## src/rtl/game_round_sequencer.sv

```systemverilog
// Round sequencer in front of Game_State: queues round configs, plays each one
// (clear, INIT pulse, wait for gameover or timeout) and reports the result.
// Optional statistics counters are built when GAME_SEQ_STATS_EN is defined.
module game_round_sequencer #(
  parameter int COUNTER_SIZE   = 4,
  parameter int CFG_DEPTH      = 4,
  parameter int TIMEOUT_CYCLES = 512,
  parameter int ROUND_W        = 8
) (
  input  logic                    clk,
  input  logic                    rst_l,
  input  logic                    run_en,
  input  logic                    cfg_valid,
  output logic                    cfg_ready,
  input  logic [1:0]              cfg_control,
  input  logic [COUNTER_SIZE-1:0] cfg_value,
  output logic                    game_rst_l,
  output logic [1:0]              control,
  output logic [COUNTER_SIZE-1:0] i_value,
  output logic                    INIT,
  input  logic [1:0]              who,
  input  logic                    gameover,
  output logic                    res_valid,
  input  logic                    res_ready,
  output logic [1:0]              res_who,
  output logic                    res_timeout,
  output logic [ROUND_W-1:0]      res_round,
  output logic                    busy,
  output logic [7:0]              win_total,
  output logic [7:0]              lose_total,
  output logic [7:0]              to_total
);

  localparam int PTR_W = $clog2(CFG_DEPTH);
  localparam int TMR_W = $clog2(TIMEOUT_CYCLES);
  localparam int ENT_W = 2 + COUNTER_SIZE;
  localparam logic [TMR_W-1:0] TMR_LAST = TMR_W'(TIMEOUT_CYCLES - 1);
  localparam logic [PTR_W:0]   CNT_FULL = (PTR_W + 1)'(CFG_DEPTH);

  typedef enum logic [2:0] {
    S_IDLE,
    S_CLEAR,
    S_LOAD,
    S_RUN,
    S_REPORT
  } state_t;

  state_t               state;
  logic [ENT_W-1:0]     mem [CFG_DEPTH];
  logic [PTR_W-1:0]     wr_ptr;
  logic [PTR_W-1:0]     rd_ptr;
  logic [PTR_W:0]       count;
  logic [TMR_W-1:0]     timer;
  logic [ROUND_W-1:0]   round_cnt;
  logic                 gameover_q;
  logic                 push;
  logic                 pop;
  logic                 empty;

  // Both ports: a transfer happens on a rising edge where valid && ready; the
  // source holds its payload stable until then, and res_* stay frozen while
  // res_valid waits for res_ready.
  assign cfg_ready = (count != CNT_FULL);
  assign empty     = (count == '0);
  assign push      = cfg_valid && cfg_ready;
  assign pop       = (state == S_CLEAR);
  assign busy      = (state != S_IDLE);
  assign res_round = round_cnt;

  always_ff @(posedge clk) begin
    if (push) mem[wr_ptr] <= {cfg_control, cfg_value};
  end

  always_ff @(posedge clk or negedge rst_l) begin
    if (!rst_l) begin
      wr_ptr <= '0;
      rd_ptr <= '0;
      count  <= '0;
    end else begin
      if (push) wr_ptr <= wr_ptr + PTR_W'(1);
      if (pop)  rd_ptr <= rd_ptr + PTR_W'(1);
      case ({push, pop})
        2'b10:   count <= count + (PTR_W + 1)'(1);
        2'b01:   count <= count - (PTR_W + 1)'(1);
        default: count <= count;
      endcase
    end
  end

  always_ff @(posedge clk or negedge rst_l) begin
    if (!rst_l) begin
      state       <= S_IDLE;
      game_rst_l  <= 1'b1;
      control     <= '0;
      i_value     <= '0;
      INIT        <= 1'b0;
      res_valid   <= 1'b0;
      res_who     <= '0;
      res_timeout <= 1'b0;
      round_cnt   <= '0;
      gameover_q  <= 1'b0;
      timer       <= '0;
    end else begin
      gameover_q <= gameover;
      game_rst_l <= 1'b1;
      INIT       <= 1'b0;
      case (state)
        S_IDLE: begin
          if (run_en && !empty) begin
            state      <= S_CLEAR;
            game_rst_l <= 1'b0;
          end
        end
        S_CLEAR: begin
          // Forget any gameover level left from the previous round.
          gameover_q           <= 1'b0;
          timer                <= '0;
          {control, i_value}   <= mem[rd_ptr];
          INIT                 <= 1'b1;
          state                <= S_LOAD;
        end
        S_LOAD: state <= S_RUN;
        S_RUN: begin
          timer <= timer + TMR_W'(1);
          if (gameover && !gameover_q) begin
            state       <= S_REPORT;
            res_valid   <= 1'b1;
            res_who     <= who;
            res_timeout <= 1'b0;
          end else if (timer == TMR_LAST) begin
            state       <= S_REPORT;
            res_valid   <= 1'b1;
            res_who     <= 2'b00;
            res_timeout <= 1'b1;
          end
        end
        S_REPORT: begin
          if (res_ready) begin
            res_valid <= 1'b0;
            round_cnt <= round_cnt + ROUND_W'(1);
            state     <= S_IDLE;
          end
        end
        default: state <= S_IDLE;
      endcase
    end
  end

`ifdef GAME_SEQ_STATS_EN
  always_ff @(posedge clk or negedge rst_l) begin
    if (!rst_l) begin
      win_total  <= '0;
      lose_total <= '0;
      to_total   <= '0;
    end else if (res_valid && res_ready) begin
      if (res_who == 2'b10 && win_total != 8'hFF)  win_total  <= win_total + 8'd1;
      if (res_who == 2'b01 && lose_total != 8'hFF) lose_total <= lose_total + 8'd1;
      if (res_timeout && to_total != 8'hFF)        to_total   <= to_total + 8'd1;
    end
  end
`else
  assign win_total  = '0;
  assign lose_total = '0;
  assign to_total   = '0;
`endif

endmodule
```

## config.mk

```make
export PLATFORM = sky130hd
export DESIGN_NAME = game_round_sequencer
export DESIGN_NICKNAME = d
export VERILOG_FILES = /design/src/rtl/game_round_sequencer.sv
export SDC_FILE = /design/constraint.sdc
export NUM_CORES = 1
export LEC_CHECK = 0
export CAP_MARGIN = 20
export CELL_PAD_IN_SITES_DETAIL_PLACEMENT = 0
export CELL_PAD_IN_SITES_GLOBAL_PLACEMENT = 2
export CORE_MARGIN = 10
export CORE_UTILIZATION = 34
export DETAILED_ROUTE_END_ITERATION = 12
export HOLD_SLACK_MARGIN = 0.06
export PLACE_DENSITY = 0.82
export SYNTH_ARGS = -nofsm -noshare
export SYNTH_HDL_FRONTEND = slang
export SYNTH_SLANG_ARGS = --single-unit
```

## constraint.sdc

```tcl
create_clock -name clk -period 2.7 [get_ports clk]
set_input_delay 0.81 -clock clk [delete_from_list [all_inputs] [get_ports clk]]
set_output_delay 0.81 -clock clk [all_outputs]
set_load 0.03 [all_outputs]
```

# After elaboration in Yosys (flattened, before gate mapping)

Memories as Yosys holds them, arrays and structs flattened. A register that Yosys moved wholly into a read port is not among the register bits.
Index checks and enable logic that the tools add are counted.

Register bits after elaboration: 34
Bits in latches: 0
Memory bits (writable): 24
ROM bits: 0
Input bits: 14
Output and inout bits: 46
Word-level logic and storage cells: 67
Memories: 1

Memory list:

| memory | words | width | rd ports | clocked after Yosys merged registers in | wr ports | RTL line | RTL |
|---|---|---|---|---|---|---|---|
| mem    | 4     | 6     | 1        | 1                                       | 1        | 49       | `logic [ENT_W-1:0] mem [CFG_DEPTH];` |

Add/sub/neg operators: 6
Multipliers: 0
Div/mod/pow operators: 0
$lt $le $gt $ge: 0
Equal/unequal tests: 11
Shifts and indexed selects: 0
Multiplexer cells: 20
Bitwise operators: 0
Reduce and logical (&&, ||, !) cells: 17

Operators with widths:

| cell                                                | number |
|---|---|
| one-hot mux 9 bit (2 select lines)                  | 1 |
| one-hot mux 3 bit (5 select lines)                  | 1 |
| two-way mux 3 bit                                   | 4 |
| two-way mux 1 bit                                   | 10 |
| adder 9 x 1 -> 9 bit, second input constant         | 1 |
| equality test 9 bit, second input constant          | 1 |
| adder 8 x 1 -> 8 bit, second input constant         | 1 |
| nonzero test 2 bit                                  | 4 |
| equality test 3 x 2 -> 1 bit, second input constant | 2 |
| zero test 3 bit                                     | 2 |
| inequality test 3 bit, second input constant        | 2 |
| one-hot mux 3 bit (2 select lines)                  | 1 |
| AND reduction 3 bit                                 | 2 |
| adder 2 x 1 -> 2 bit, second input constant         | 2 |
| two-way mux 2 bit                                   | 2 |
| inequality test 2 bit, second input constant        | 2 |
| AND reduction 2 bit                                 | 2 |
| adder 3 x 1 -> 3 bit, second input constant         | 1 |
| equality test 3 x 1 -> 1 bit, second input constant | 1 |
| equality test 3 bit, second input constant          | 1 |
| logical AND 1 bit                                   | 3 |
| zero test 1 bit                                     | 3 |
| nonzero test 3 bit                                  | 1 |
| subtractor 3 x 1 -> 3 bit, second input constant    | 1 |
| 3 further kinds                                     | 3 |

# Depth between registers and ports, before layout

Depth in word-level cells: 5
Mapped depth: 10
Depth with buffers taken out: 10

# Least setup slack after synthesis

No wires, ideal clock.

Path kind: flip-flop to flip-flop
Start point: reg count[0]
End point: reg count[2]
Library setup time: 0.079 ns
Arrival time: 2.128 ns
Path slack: 0.493 ns
Cell stages (with the launch flop): 11
Buffers on the path: 0
Clock period less this slack: 2.207 ns
Path through: dfrtp_1 > inv_1 > nand3_1 > and2_1 > inv_1 > ha_1 > inv_1 > fa_1 > xor2_1 > nor2_1 > xor2_1

Word-level cells in the longest chain between the ends: 4

RTL lines:

| what                                                                     | RTL line | RTL |
|---|---|---|
| from (decl)                                                              | 52       | `logic [PTR_W:0] count;` |
| from (signal assigned)                                                   | 83       | `2'b10: count <= count + (PTR_W + 1)'(1);` |
| from (signal assigned)                                                   | 84       | `2'b01: count <= count - (PTR_W + 1)'(1);` |
| from (signal assigned)                                                   | 85       | `default: count <= count;` |
| inequality test 3 bit *                                                  | 63       | `assign cfg_ready = (count != CNT_FULL);` |
| via cfg_ready                                                            | 14       | `output logic cfg_ready,` |
| logical AND 1 bit *                                                      | 65       | `assign push = cfg_valid && cfg_ready;` |
| equality test 2 x 1 -> 1 bit or equality test 2 bit (tied branches)      | 82       | `case ({push, pop})` |
| one-hot mux 3 bit (2 select lines) or nonzero test 2 bit (tied branches) | -        |  |

Mark *: on every way through the listed nets, which the timed path passes. The rest lies on a longest branch.
A chain may end at the register's enable or synchronous reset.

# Worst setup path in the final report

Start point: reg count[1]
End point: out cfg_ready

Word-level cells in the longest chain between the ends: 1

RTL lines:

| what                  | RTL line |
|---|---|
| inequality test 3 bit | 63 |
| to (decl)             | 14 |

Every way passes these cells.

==> run_summary.xml <==
<?xml version="1.0" encoding="UTF-8"?>
<metrics>
  <group name="status">
    <metric name="run_status" unit="">complete, no violations</metric>
  </group>
  <group name="floorplanning">
    <metric name="io_pins" unit="">60</metric>
    <metric name="die_h" unit="um">112</metric>
    <metric name="rows" unit="">33</metric>
    <metric name="coreArea" unit="mm2">0.00826</metric>
    <metric name="start_util" unit="%">35.1</metric>
    <metric name="fp.dieArea" unit="mm2">0.0126</metric>
    <metric name="dieWidth" unit="um">112</metric>
  </group>
  <group name="place">
    <metric name="place.port_buffers" unit="">35</metric>
    <metric name="dp.final_hpwl" unit="mm">3.97</metric>
    <metric name="placed_cell_area" unit="mm2">0.00328</metric>
    <metric name="place.detailed.instances" unit="">358</metric>
    <metric name="gp_congestion" unit="">0.694</metric>
    <metric name="pre_cts_slack" unit="ps">65.6</metric>
  </group>
  <group name="critical_path">
    <metric name="crit_chain" unit="">inv_1 -&gt; nand3_1 -&gt; clkdlybuf4s50_1</metric>
    <metric name="r2r_slack" unit="ps">590</metric>
    <metric name="slowest_stage" unit="">clkdlybuf4s50_1</metric>
    <metric name="max_incr_delay_on_cp" unit="ps">720</metric>
    <metric name="worstPathMaxFanout" unit="">6</metric>
    <metric name="critical_path_class" unit="">flop to output port</metric>
    <metric name="timing.critical_path.required" unit="ps">1890</metric>
    <metric name="critPathCaptureType" unit="">output port</metric>
    <metric name="critical_path.startpoint_type" unit="">flop</metric>
    <metric name="crit_arrival" unit="ps">1710</metric>
  </group>
  <group name="synthesis">
    <metric name="synth_adder_area_share" unit="%">4.15</metric>
    <metric name="ys.warnings.count" unit="">0</metric>
    <metric name="post_synth_main_area_contributors" unit="">dfrtp_1 (34%), edfxtp_1 (25%), buf_4 (6.7%)</metric>
    <metric name="dominant_synthesized_flop_cell" unit="">dfrtp_1</metric>
    <metric name="synthSimpleGateAreaFrac" unit="%">11.1</metric>
    <metric name="synth-edff-count" unit="">24</metric>
    <metric name="avgSynthCellArea" unit="um2">13.2</metric>
    <metric name="post_synth_most_frequent_cells" unit="">dfrtp_1 (39), buf_4 (26), edfxtp_1 (24)</metric>
    <metric name="syn_inst" unit="">220</metric>
    <metric name="share_of_synthesized_registers_carrying_an_async_set_or_reset" unit="%">62.5</metric>
    <metric name="yosys_register_bits" unit="">64</metric>
    <metric name="synth_largest_area_cell" unit="">dfrtp_1</metric>
    <metric name="synth-seq-area-share" unit="%">59.5</metric>
    <metric name="main_combinational_cell_family_by_area_after_synthesis" unit="">simple AND/OR/NAND/NOR gates</metric>
    <metric name="post_synth_instance_area" unit="mm2">0.00290</metric>
    <metric name="fraction_of_the_mapped_netlist_area_in_compound_gates" unit="%">4.97</metric>
    <metric name="synth_xor_area_share" unit="%">4.23</metric>
    <metric name="post-synth-top-area-fraction" unit="%">33.7</metric>
    <metric name="yosysMostFrequentCell" unit="">dfrtp_1</metric>
    <metric name="netlist-cell-type-count" unit="">41</metric>
    <metric name="post_synth_mux_area_share" unit="%">7.39</metric>
  </group>
  <group name="pwr">
    <metric name="power-per-cell-area" unit="mW/mm2">1020</metric>
    <metric name="cell_internal_pwr" unit="uW">2270</metric>
    <metric name="cellLeakagePower" unit="uW">0.00145</metric>
    <metric name="worst_ir_drop_vdd" unit="uV">487</metric>
    <metric name="power_switching_share" unit="%">35.7</metric>
    <metric name="power.sequential.fraction" unit="%">42.2</metric>
    <metric name="switching_power" unit="uW">1260</metric>
    <metric name="p_clk_share" unit="%">22.0</metric>
    <metric name="power_frac_comb" unit="%">35.8</metric>
  </group>
  <group name="cts">
    <metric name="buffer_count_from_post_cts_setup_fixing" unit="">0</metric>
    <metric name="cts_hold_repair.buffers" unit="">0</metric>
    <metric name="htree_levels" unit="">3</metric>
    <metric name="clock-root-buffer" unit="">clkbuf_8</metric>
    <metric name="clock_insertion_delay_worst_skew" unit="ps">330</metric>
    <metric name="clkSinkCount" unit="">64</metric>
    <metric name="clkSlewWorstSetupHoldPaths" unit="ps">70</metric>
    <metric name="cts.repair.resized" unit="">0</metric>
    <metric name="clock_tree_from_tritoncts" unit="">yes</metric>
    <metric name="max-clock-path-buffers" unit="">2</metric>
    <metric name="cts_inserted_buffers" unit="">9</metric>
  </group>
  <group name="timing">
    <metric name="worst-slew-pin-transition" unit="ps">550</metric>
    <metric name="grt_setup_unrepaired" unit="">no</metric>
    <metric name="post-route-min-period" unit="ps">2520</metric>
    <metric name="fin_worst_skew" unit="ps">5.55</metric>
    <metric name="count_of_endpoints_failing_hold_in_the_final_timing_report" unit="">0</metric>
    <metric name="maxSlewViolCount" unit="">0</metric>
    <metric name="totalNegativeSetupSlack" unit="ps">0</metric>
    <metric name="period_share" unit="%">93.4</metric>
    <metric name="postLayoutSetupSlackWorst" unit="ps">178</metric>
    <metric name="fmaxAchievable" unit="GHz">0.397</metric>
    <metric name="setup_viol_count_final" unit="">0</metric>
    <metric name="timing.max_slew.rel_slack" unit="%">63.4</metric>
  </group>
  <group name="cells_and_area">
    <metric name="insertedDiodeCount" unit="">0</metric>
    <metric name="synthToLayoutAreaGrowth" unit="%">20.0</metric>
    <metric name="finalInstanceArea" unit="mm2">0.00347</metric>
    <metric name="finish.cell_count_without_fillers" unit="">374</metric>
    <metric name="finalNetCount" unit="">287</metric>
    <metric name="filler_cell_count" unit="">793</metric>
    <metric name="layout-drive-gt1-share" unit="%">14.9</metric>
  </group>
  <group name="global_route">
    <metric name="antenna_found_initial" unit="">0</metric>
    <metric name="aggregate_global_route_resource_usage" unit="%">9.18</metric>
    <metric name="via_count_of_the_first_global_routing_pass" unit="">1841</metric>
    <metric name="gr-total-overflow" unit="">0</metric>
    <metric name="grt_start_max_net_pins" unit="">41</metric>
    <metric name="wire_length_of_the_first_global_routing_pass" unit="mm">9.24</metric>
  </group>
  <group name="detailed_routing">
    <metric name="top_layer" unit="">met4</metric>
    <metric name="dr_vias_cell" unit="">4.51</metric>
    <metric name="met3RoutedLength" unit="um">272</metric>
    <metric name="drc" unit="">0</metric>
    <metric name="finalWirelength" unit="mm">5.49</metric>
    <metric name="dr.pass1.iters" unit="">4</metric>
    <metric name="first_iter_violations" unit="">55</metric>
    <metric name="detail-route-antenna-nets" unit="">0</metric>
    <metric name="vias" unit="">1686</metric>
    <metric name="met1Wirelength" unit="mm">2.36</metric>
    <metric name="avgRoutedWirePerCell" unit="um">14.7</metric>
    <metric name="met2WireLength" unit="mm">2.81</metric>
  </group>
  <group name="flow_run">
    <metric name="maxCapViolations" unit="">0</metric>
  </group>
  <group name="min_path">
    <metric name="timing.hold.worst.class" unit="">flop to flop</metric>
  </group>
</metrics>
## logic make-up (layout without fill, tap and decap cells)
| logic type | count (synthesis) | after routing |
|---|---|---|
| xor+xnor | 14 | 14 |
| compound gates | 20 | 20 |
| flops | 64 | 64 |
| buf+inv | 39 | 65 |
| other cells | 1 | 24 |
| mux | 13 | 13 |
| fa+ha+maj | 9 | 9 |
| simple gates | 60 | 60 |
## metrics by stage
step	hold WS [ps]	utilization (%)	power, uW
2_1_floorplan	466	-	2390
3_3_place_gp	458	39.7	2780
3_5_place_dp	468	39.7	2800
4_1_cts	478	42.1	3600
5_1_grt	491	42.1	3790
6_report	474	42.1	3540
## power by group through the flow
stage	registers, uW	logic [uW]	clock network, uW
finish	1490	1270	778
global placement	1510	1280	0
global route	1530	1400	861
CTS	1500	1290	808
floorplan	1600	791	0
detailed placement	1520	1290	0
## registers in the layout, summed over array words and instances, names as in the netlist, 3 cells and up
| name | cells |
|---|---|
| res_round | 8 |
| mem | 24 |
| i_value | 4 |
| count | 3 |
| timer | 9 |
| state | 3 |
## cells in the final DEF (no fill, tap or decap), types with 7 or more instances in the layout
cell / netlist / routed
clkbuf_8: 0 / 10
clkdlybuf4s50_1: 0 / 34
conb_1: 1 / 24
dfrtp_1: 39 / 39
edfxtp_1: 24 / 24
ha_1: 8 / 8
inv_1: 10 / 10
mux2_2: 7 / 7
nand2_1: 19 / 19
nand3_1: 9 / 9
nor2_1: 11 / 11
xor2_1: 8 / 8
## critical path, delay by kind of cell (launching register included)
kind / cells / cell delay (ps)
AND/OR/NAND/NOR: 1 / 190
flip-flops: 1 / 380
buffers and inverters: 2 / 800
## worst paths after layout
path                         startpoint           end  cells past startpoint
setup / recovery               count[1]     cfg_ready                      3
hold / removal             res_round[7]  res_round[7]                      1
setup reg to reg               count[1]      count[2]                     10
hold reg to reg            res_round[7]  res_round[7]                      1
max in group asynchronous         rst_l    game_rst_l                      2
min in group asynchronous         rst_l    i_value[2]                      2
## metal layers
metal,GRT usage [%],vias to the layer above
li1,-,810
met1,10.4,836
met2,14.5,36
met3,4.31,4
met4,3.98,0
met5,0,-
## cell type report
type | count | area, um2 | share of cell area, %
Clock buffer | 12 | 166 | 4.79
Clock inverter | 4 | 27.5 | 0.792
Inverter | 10 | 37.5 | 1.08
Multi-Input combinational cell | 140 | 1010 | 29.2
Sequential cell | 64 | 1720 | 49.6
Tap cell | 105 | 131 | 3.78
Timing Repair Buffer | 39 | 375 | 10.8
No activity file was read; power rests on OpenSTA's default activity.
